`src/rtl/tim1_ctrl.sv`:
```
// rtl/tim1_ctrl.sv - TIMER1 configuration sequencer, duty-cycle updater and flag acknowledger
module tim1_ctrl #(
    parameter int unsigned PSC_VAL  = 2,
    parameter int unsigned ARR_VAL  = 9999,
    parameter int unsigned CCR1_VAL = 2500,
    parameter int unsigned RST_HOLD = 2
) (
    input  logic        i_clk,
    input  logic        i_rst_n,
    input  logic        i_start,
    input  logic        i_stop,
    input  logic        i_duty_wr,
    input  logic [31:0] i_duty_val,
    input  logic        i_uif_in,
    input  logic        i_cc1if_in,
    output logic        o_tim_rst,
    output logic [3:0]  o_ld_reg,
    output logic [31:0] o_ld_data,
    output logic        o_uif_rst,
    output logic        o_cc1if_rst,
    output logic        o_busy,
    output logic        o_done,
    output logic [15:0] o_upd_cnt
);

    localparam logic [3:0] REG_CR1   = 4'd0;
    localparam logic [3:0] REG_DIER  = 4'd1;
    localparam logic [3:0] REG_EGR   = 4'd3;
    localparam logic [3:0] REG_CNT   = 4'd4;
    localparam logic [3:0] REG_PSC   = 4'd5;
    localparam logic [3:0] REG_ARR   = 4'd6;
    localparam logic [3:0] REG_CCMR1 = 4'd7;
    localparam logic [3:0] REG_CCER  = 4'd8;
    localparam logic [3:0] REG_CCR1  = 4'd9;
    localparam logic [3:0] REG_NONE  = 4'hA;

    localparam logic [31:0] ARR_LIM   = 32'(ARR_VAL);
    localparam logic [15:0] HOLD_LOAD = 16'(RST_HOLD - 1);
    localparam logic [3:0]  LAST_STEP = 4'd9;

    typedef enum logic [2:0] {
        S_IDLE,
        S_HOLD,
        S_CFG,
        S_RUN,
        S_UPD,
        S_STOP
    } state_t;

    state_t      r_state;
    state_t      w_state_nxt;
    logic [3:0]  r_step;
    logic [3:0]  w_step_nxt;
    logic [15:0] r_hold_cnt;
    logic [15:0] w_hold_nxt;

    logic        r_tim_rst;
    logic [3:0]  r_ld_reg;
    logic [31:0] r_ld_data;
    logic        r_busy;
    logic        r_done;
    logic        r_uif_rst;
    logic        r_cc1if_rst;
    logic [15:0] r_upd_cnt;
    logic        r_uif_prev;
    logic        r_cc1if_prev;

    logic        w_tim_rst;
    logic [3:0]  w_ld_reg;
    logic [31:0] w_ld_data;
    logic        w_busy;
    logic        w_done;
    logic        w_svc_state;
    logic        w_uif_svc;
    logic        w_cc1if_svc;
    logic [35:0] w_cfg_wr;
    logic [31:0] w_duty_clamped;

    // Fixed bring-up sequence: counter cleared and timer disabled before PSC/ARR, CEN set last.
    function automatic logic [35:0] cfg_write(input logic [3:0] step);
        case (step)
            4'd0:    cfg_write = {REG_CNT,   32'd0};
            4'd1:    cfg_write = {REG_CR1,   32'h0000_00A0};
            4'd2:    cfg_write = {REG_PSC,   32'(PSC_VAL)};
            4'd3:    cfg_write = {REG_ARR,   ARR_LIM};
            4'd4:    cfg_write = {REG_DIER,  32'd0};
            4'd5:    cfg_write = {REG_EGR,   32'h0000_0003};
            4'd6:    cfg_write = {REG_CCMR1, 32'h0000_0001};
            4'd7:    cfg_write = {REG_CCR1,  32'(CCR1_VAL)};
            4'd8:    cfg_write = {REG_CCER,  32'h0000_0005};
            4'd9:    cfg_write = {REG_CR1,   32'h0000_00A1};
            default: cfg_write = {REG_NONE,  32'd0};
        endcase
    endfunction

    always_ff @(posedge i_clk or negedge i_rst_n) begin
        if (!i_rst_n) begin
            r_state    <= S_IDLE;
            r_step     <= 4'd0;
            r_hold_cnt <= 16'd0;
        end else begin
            r_state    <= w_state_nxt;
            r_step     <= w_step_nxt;
            r_hold_cnt <= w_hold_nxt;
        end
    end

    always_comb begin
        w_state_nxt = r_state;
        w_step_nxt  = r_step;
        w_hold_nxt  = r_hold_cnt;
        case (r_state)
            S_IDLE: begin
                if (i_start) begin
                    w_state_nxt = S_HOLD;
                    w_hold_nxt  = HOLD_LOAD;
                end
            end
            S_HOLD: begin
                if (i_stop) begin
                    w_state_nxt = S_IDLE;
                end else if (r_hold_cnt == 16'd0) begin
                    w_state_nxt = S_CFG;
                    w_step_nxt  = 4'd0;
                end else begin
                    w_hold_nxt = r_hold_cnt - 16'd1;
                end
            end
            S_CFG: begin
                if (i_stop) begin
                    w_state_nxt = S_IDLE;
                end else if (r_step == LAST_STEP) begin
                    w_state_nxt = S_RUN;
                end else begin
                    w_step_nxt = r_step + 4'd1;
                end
            end
            S_RUN: begin
                // stop outranks a simultaneous duty request, which is then dropped
                if (i_stop) begin
                    w_state_nxt = S_STOP;
                end else if (i_duty_wr) begin
                    w_state_nxt = S_UPD;
                end
            end
            S_UPD:   w_state_nxt = S_RUN;
            S_STOP:  w_state_nxt = S_IDLE;
            default: w_state_nxt = S_IDLE;
        endcase
    end

    assign w_cfg_wr       = cfg_write(w_step_nxt);
    assign w_duty_clamped = (i_duty_val > ARR_LIM) ? ARR_LIM : i_duty_val;

    // Outputs are decoded from the next state so the registered value lines up with that state.
    always_comb begin
        w_tim_rst = 1'b1;
        w_ld_reg  = REG_NONE;
        w_ld_data = 32'd0;
        w_busy    = 1'b0;
        w_done    = 1'b0;
        case (w_state_nxt)
            S_HOLD: begin
                w_busy = 1'b1;
            end
            S_CFG: begin
                w_tim_rst = 1'b0;
                w_busy    = 1'b1;
                w_ld_reg  = w_cfg_wr[35:32];
                w_ld_data = w_cfg_wr[31:0];
            end
            S_RUN: begin
                w_tim_rst = 1'b0;
                w_done    = 1'b1;
            end
            S_UPD: begin
                w_tim_rst = 1'b0;
                w_busy    = 1'b1;
                w_ld_reg  = REG_CCR1;
                w_ld_data = w_duty_clamped;
            end
            S_STOP: begin
                w_tim_rst = 1'b0;
                w_busy    = 1'b1;
                w_ld_reg  = REG_CR1;
                w_ld_data = 32'h0000_00A0;
            end
            default: begin
                w_tim_rst = 1'b1;
            end
        endcase
    end

    assign w_svc_state = (r_state == S_RUN) || (r_state == S_UPD);
    assign w_uif_svc   = w_svc_state && i_uif_in && !r_uif_prev;
    assign w_cc1if_svc = w_svc_state && i_cc1if_in && !r_cc1if_prev;

    always_ff @(posedge i_clk or negedge i_rst_n) begin
        if (!i_rst_n) begin
            r_tim_rst    <= 1'b1;
            r_ld_reg     <= REG_NONE;
            r_ld_data    <= 32'd0;
            r_busy       <= 1'b0;
            r_done       <= 1'b0;
            r_uif_rst    <= 1'b0;
            r_cc1if_rst  <= 1'b0;
            r_upd_cnt    <= 16'd0;
            r_uif_prev   <= 1'b0;
            r_cc1if_prev <= 1'b0;
        end else begin
            r_tim_rst    <= w_tim_rst;
            r_ld_reg     <= w_ld_reg;
            r_ld_data    <= w_ld_data;
            r_busy       <= w_busy;
            r_done       <= w_done;
            r_uif_rst    <= w_uif_svc;
            r_cc1if_rst  <= w_cc1if_svc;
            r_uif_prev   <= i_uif_in;
            r_cc1if_prev <= i_cc1if_in;
            if (w_uif_svc) begin
                r_upd_cnt <= r_upd_cnt + 16'd1;
            end
        end
    end

    assign o_tim_rst   = r_tim_rst;
    assign o_ld_reg    = r_ld_reg;
    assign o_ld_data   = r_ld_data;
    assign o_uif_rst   = r_uif_rst;
    assign o_cc1if_rst = r_cc1if_rst;
    assign o_busy      = r_busy;
    assign o_done      = r_done;
    assign o_upd_cnt   = r_upd_cnt;

endmodule

```
`config.mk`:
```
export PLATFORM = sky130hd
export DESIGN_NAME = tim1_ctrl
export DESIGN_NICKNAME = d
export VERILOG_FILES = /design/src/rtl/tim1_ctrl.sv
export SDC_FILE = /design/constraint.sdc
export NUM_CORES = 1
export LEC_CHECK = 0
export ABC_AREA = 1
export CORE_MARGIN = 4
export CORE_UTILIZATION = 35
export CTS_CLUSTER_SIZE = 16
export DETAILED_ROUTE_END_ITERATION = 10
export HOLD_SLACK_MARGIN = 0.15
export MAX_ROUTING_LAYER = met4
export PLACE_DENSITY = 0.66
export SETUP_SLACK_MARGIN = 0.3
export SLEW_MARGIN = 40
export SYNTH_ARGS = -nofsm -noshare
export SYNTH_HDL_FRONTEND = slang
export SYNTH_SLANG_ARGS = --single-unit
```
`constraint.sdc`:
```
create_clock -name i_clk -period 2.1 [get_ports i_clk]
set_clock_uncertainty 0.2 [all_clocks]
set_input_delay 0.42 -clock i_clk [delete_from_list [all_inputs] [get_ports i_clk]]
set_output_delay 0.42 -clock i_clk [all_outputs]
set_load 0.02 [all_outputs]
```
* Word level (Yosys, flattened, before mapping)
Memories as Yosys holds them, arrays and structs flattened. Cells that the tools add are included.
Storage, ports and cells: output and inout port bits 57, logic and storage cells 67, memory bits (read-only) 256, memories 1, register bits after elaboration 82
Cells by class: mux-type cells 23, add/subtract/negate cells 3, equal/unequal tests 13, reductions and logical operators 13, order comparisons 1
Memory list:
- (no name shown) | words 16, bits a word 16, read ports 1, clocked after memory_dff 0, wr ports 0, line 81 | case (step)
Operator list (count):
- 32-bit one-hot mux with 3 select lines | 1
- 16-bit 2-to-1 mux | 3
- 32-bit by 14-bit > comparator with 1-bit output, second input constant | 1
- 32-bit 2-to-1 mux | 1
- 16-bit one-hot mux with 2 select lines | 1
- 3-bit 2-to-1 mux | 7
- 16-bit by 1-bit adder with 16-bit output, second input constant | 1
- 16-bit logical NOT | 1
- 4-bit 2-to-1 mux | 4
- 16-bit by 1-bit subtractor with 16-bit output, second input constant | 1
- 3-bit one-hot mux with 5 select lines | 1
- 3-bit by 2-bit == test with 1-bit output, second input constant | 4
- 4-bit one-hot mux with 3 select lines | 1
- 3-bit == test, second input constant | 3
- 4-bit one-hot mux with 2 select lines | 1
- 4-bit OR reduction | 2
- 3-bit by 1-bit == test with 1-bit output, second input constant | 2
- 2-bit != test, second input constant | 3
- 4-bit by 1-bit adder with 4-bit output, second input constant | 1
- 4-bit == test, second input constant | 1
- 1-bit logical AND | 4
- 4-bit AND reduction | 1
- 3-bit logical NOT | 1
- 1-bit 2-to-1 mux | 3
- 3 further kinds | 4

* Logic depth before layout (Yosys ltp)
Gate-level depths: netlist of the first run.
word-level depth 7, gate-level depth with buffers 17

* Worst setup path before layout of the first run
Ideal clock, no wire load.
path kind register to register, start point reg r_hold_cnt[0], end point reg r_ld_data[0] (netlist: o_ld_data[0]), library setup time 65 ps, setup slack 9 ps, cell stages (with the launch flop) 17, data required time 1835 ps, clock period less this slack 2091 ps, arrival 1825 ps, cell sequence dfrtp_1 > inv_1 > ha_1 > nand2_2 > nor2_2 > nand2_2 > nand2_4 > nand2_4 > nand2_1 > nand2_1 > inv_1 > ha_1 > nand2_1 > nand3_1 > nand2_1 > nand2_1 > nand2_1
On the way: longest elaborated chain between the ends 6, elaborated cells between the ends (all ways) 12
Ends and longest elaborated chain:
- from (decl) | line 54 | logic [15:0] r_hold_cnt;
- from (signal assigned) | line 104 | r_hold_cnt <= w_hold_nxt;
- 16-bit logical NOT | line 122 | end else if (r_hold_cnt == 16'd0) begin
- 4-bit 2-to-1 mux | line 122
- 4-bit 2-to-1 mux | line 120 | if (i_stop) begin
- 4-bit one-hot mux with 2 select lines | line 112 | case (r_state)
- via w_step_nxt[0] | line 53 | logic [3:0] w_step_nxt;
- memory read 16 x 16 bit
- 32-bit one-hot mux with 3 select lines | line 162 | case (w_state_nxt)
- via w_ld_data[0] | line 70 | logic [31:0] w_ld_data;
- to (signal assigned) | line 213 | r_ld_data <= w_ld_data;
- to (decl) | line 59 | logic [31:0] r_ld_data;
The timed path passes the listed nets, and every way through them passes these cells. A chain may end at the register's enable or synchronous reset.

* Worst setup path after layout of the first run
start point reg r_hold_cnt[14], end point reg r_ld_data[0] (netlist: o_ld_data[0])
The elaborated chain is that of the path after synthesis.

==> results of run 1 <==
==> metrics by stage <==
step	worst slack [ps]	util	instance area (µm²)
floorplan	129.2	-	4053
global route	-109.1	0.5838	6356
CTS	68.08	0.5608	6106
global placement	-222.8	0.5099	5552
finish	20.17	0.5838	6356
detailed placement	-298.1	0.5099	5552
==> worst min-delay path by stage <==
stage	from	to	slack, ps	depth (start not counted)
4_1_cts	r_cc1if_prev	o_cc1if_rst	200	1
5_1_grt	r_cc1if_prev	o_cc1if_rst	210	1
3_5_place_dp	r_cc1if_prev	o_cc1if_rst	190	1
2_1_floorplan	i_rst_n	o_busy	-80	0
3_3_place_gp	r_cc1if_prev	o_cc1if_rst	180	1
6_report	r_cc1if_prev	o_cc1if_rst	200	1
==> cell type report <==
type	instances	area, µm²	area share
multi-input cells	310	2170	0.3413
flip-flops and latches	82	2061	0.3242
repair buffers	172	1548	0.2435
inverters	48	193.9	0.03051
well taps	140	175.2	0.02756
clock buffers	10	137.6	0.02165
clock inverters	6	71.32	0.01122
==> timing repair <==
item / in CTS / in global routing
hold endpoints to repair: 82 / 0
gates resized for setup: 143 / 67
pin swaps: 28 / 28
endpoints found under the setup margin: 97 / 63
hold buffers: 1 / 0
buffers inserted: 18 / 11
==> per-layer routing <==
layer,GRT usage,wire length [µm],vias up
li1,-,-,1744
met1,0.1874,4236,1665
met2,0.2756,4996,132
met3,0.04987,772,23
met4,0.05384,212,0
met5,-,0,-
==> worst reg2reg max path, stage by stage (launching register included) <==
cell,delay (ps)
dfrtp_1,430
nor2_2,140
nand2_1,110
nor2_4,130
nand2_2,70
nand2_4,90
nand2_4,80
nand2_4,80
nand2_8,80
ha_4,270
nand2_2,40
nand3_2,80
nand2_1,50
nand2_1,60
nand2_1,50
==> cell usage in the layout (no fill, tap or decap), drive strengths merged, types with 3 or more instances in the layout <==
master	netlist	routed
nand3	23	23
dfrtp	79	79
clkbuf	0	15
o31ai	4	4
o21ai	32	32
nand4	10	10
conb	1	18
dfstp	3	3
xnor2	11	11
nor3	7	7
clkdlybuf4s15	0	9
nor2	61	61
inv	48	50
dlygate4sd2	0	41
nand2	109	109
clkdlybuf4s50	0	37
clkinvlp	0	3
xor2	9	9
buf	2	79
nor4	6	6
a21oi	9	9
ha	7	7
==> cell families (layout without fill, tap and decap cells) <==
family / after synthesis / in the layout / share of synthesized area
AO/OA/AOI/OAI: 48 / 48 / 0.07509
AND/OR/NAND/NOR: 217 / 217 / 0.2815
other: 1 / 18 / 0.0009575
XOR/XNOR: 20 / 20 / 0.04473
buffers and inverters: 50 / 236 / 0.05048
flip-flops: 82 / 82 / 0.5249
adder cells (fa/ha/maj): 7 / 7 / 0.02236
==> synthesized netlist by cell type <==
cell / number / area share
nor2_2: 8 / 0.013
a21oi_1: 6 / 0.0077
nor2_4: 8 / 0.023
nand3_1: 18 / 0.023
inv_2: 9 / 0.0086
nand3b_1: 1 / 0.0019
nand2_2: 12 / 0.019
buf_4: 2 / 0.0038
o21ai_0: 24 / 0.031
nor3_2: 1 / 0.0026
nand3_4: 1 / 0.0045
nand2_1: 92 / 0.088
nand4_4: 1 / 0.0054
a21oi_2: 2 / 0.0045
inv_1: 38 / 0.036
ha_1: 7 / 0.022
o31ai_1: 4 / 0.0077
a21boi_2: 1 / 0.0029
inv_4: 1 / 0.0016
conb_1: 1 / 0.00096
nand3_2: 4 / 0.010
nor3_1: 6 / 0.0077
o21ai_4: 1 / 0.0042
dfrtp_1: 79 / 0.50
nand2_4: 5 / 0.014
dfstp_2: 3 / 0.020
o22ai_1: 1 / 0.0016
xnor2_1: 11 / 0.025
a21oi_4: 1 / 0.0042
o211ai_1: 1 / 0.0019
xor2_1: 9 / 0.020
nor2_1: 45 / 0.043
o21ai_1: 6 / 0.0077
nand4_1: 8 / 0.013
nand4_2: 1 / 0.0032
o21ai_2: 1 / 0.0022
nor4_1: 6 / 0.0096
==> power groups by stage <==
stage          combinational, µW  clock [µW]  sequential, µW
2_1_floorplan               1230           0            2100
3_3_place_gp                2250           0            2000
3_5_place_dp                2300           0            2010
4_1_cts                     2630        1250            1980
5_1_grt                     3230        1310            2010
6_report                    2970        1200            1980
==> results.sh, run 1 <==
export IMPL_p_sw_uw=2416
export IMPL_route_vias_total=3564
export IMPL_grt_overflow_total=0
export IMPL_drv_slew=0
export IMPL_drt_iter0_drc=103
export IMPL_reg2reg_from="r_hold_cnt[14]"
export IMPL_post_route_min_period_ps=2080
export IMPL_critPathMaxFanout=6
export IMPL_fin_cells=768
export IMPL_hold_slack_ps=199.1
export IMPL_synth_seq_cells=82
export IMPL_grt_first_pass_wirelength_um=16360
export IMPL_clock_path_buffers=2
export IMPL_seqPwrFrac=0.322
export IMPL_max_freq_mhz=480.8
export IMPL_fin_crit_sh=0.9904
export IMPL_setup_worst_path_start="r_hold_cnt[14]"
export IMPL_die_height_um=113.8
export IMPL_start_kind="flop"
export IMPL_irDropWorstVdd_mv=0.4579
export IMPL_critPathMostFrequentCell="nand2_1"
export IMPL_drive_gt1_frac=0.3901
export IMPL_antenna_found_initial=0
export IMPL_crit_end="o_ld_data[0]"
export IMPL_num_antenna_cells=0
export IMPL_numPortBuffers=95
export IMPL_numCtsBuffers=9
export IMPL_yosysSeqAreaShare=0.5249
export IMPL_drcViolationCount=0
export IMPL_rows=38
export IMPL_num_io_pins=96
export IMPL_netlist_area_mm2=0.003916
export IMPL_p_clk_frac=0.195
export IMPL_antenna_left=0
export IMPL_syn_inst=425
export IMPL_r2r_end="o_ld_data[0]"
export IMPL_synth_warnings=0
export IMPL_cp_cell_sequence="nor2_2, nand2_1, nor2_4, nand2_2, nand2_4, nand2_4, nand2_4, nand2_8, ha_4, nand2_2, nand3_2, nand2_1, nand2_1, nand2_1"
export IMPL_first_pass_iters=4
export IMPL_p_comb_frac=0.483
export IMPL_required_ps=2150
export IMPL_dp_hpwl_um=7313
export IMPL_slowest_stage="dfrtp_1"
export IMPL_largest_register_ffs=32
export IMPL_synth_area_per_cell_um2=9.215
export IMPL_critical_path_buf_inv_count=0
export IMPL_crit_type="reg -> reg"
export IMPL_synthDistinctLibCells=37
export IMPL_grt_pass1_vias=3591
export IMPL_nets=669
export IMPL_core_mm2=0.01089
export IMPL_leakagePower_uw=0.003145
export IMPL_setup_violations_final=0
export IMPL_crit_path_max_incr_delay_ps=430
export IMPL_clk_latency_ps=360
export IMPL_grt_use_total=0.1638
export IMPL_cp_top_family="simple AND/OR/NAND/NOR gates"
export IMPL_clock_root_buffer="clkbuf_8"
export IMPL_fin_tns_setup_ps=0
export IMPL_n_fill_cell=928
export IMPL_rsz0062_at_grt="true"
export IMPL_place_congestion=0.8708
export IMPL_cts_tree="yes"
export IMPL_regToRegSetupSlack_ps=20
export IMPL_clock_sinks=82
export IMPL_hold_class="reg -> reg"
export IMPL_arrival_ps=2130
export IMPL_avgViaCountPerCell=4.641
export IMPL_die_x_um=113.8
export IMPL_p_per_area_mw_per_mm2=969.0
export IMPL_worstSetupPathDepth=14
export IMPL_maxCapViolCount=0
export IMPL_internal_power_uw=3743
export IMPL_placed_cells=722
export IMPL_htreeDepth=3
export IMPL_wl_um=10220
export IMPL_ff2ff_path_depth=14
export IMPL_grt_max_degree=55
export IMPL_areaGrowthSynthToFinish_pct=62.30
export IMPL_dieArea_mm2=0.01295
export IMPL_routedWlPerCell_um=13.30
export IMPL_initial_core_util=0.3597
export IMPL_clkTransAtPathRegs_ps=90
export IMPL_finalHoldViolCount=0
export IMPL_worstSetupEndpointType="flop"
export IMPL_outcome="completed"
export IMPL_switching_share=0.3923
export IMPL_p_total_uw=6159
No activity file was read; power rests on OpenSTA's default activity.
==> run 2: changes to the inputs <==
- CAP_MARGIN: not set -> 20
- SLEW_MARGIN: 40 -> 20
==> results of run 2 <==
Final layout, timing and power as in run 1 (identical DEF).
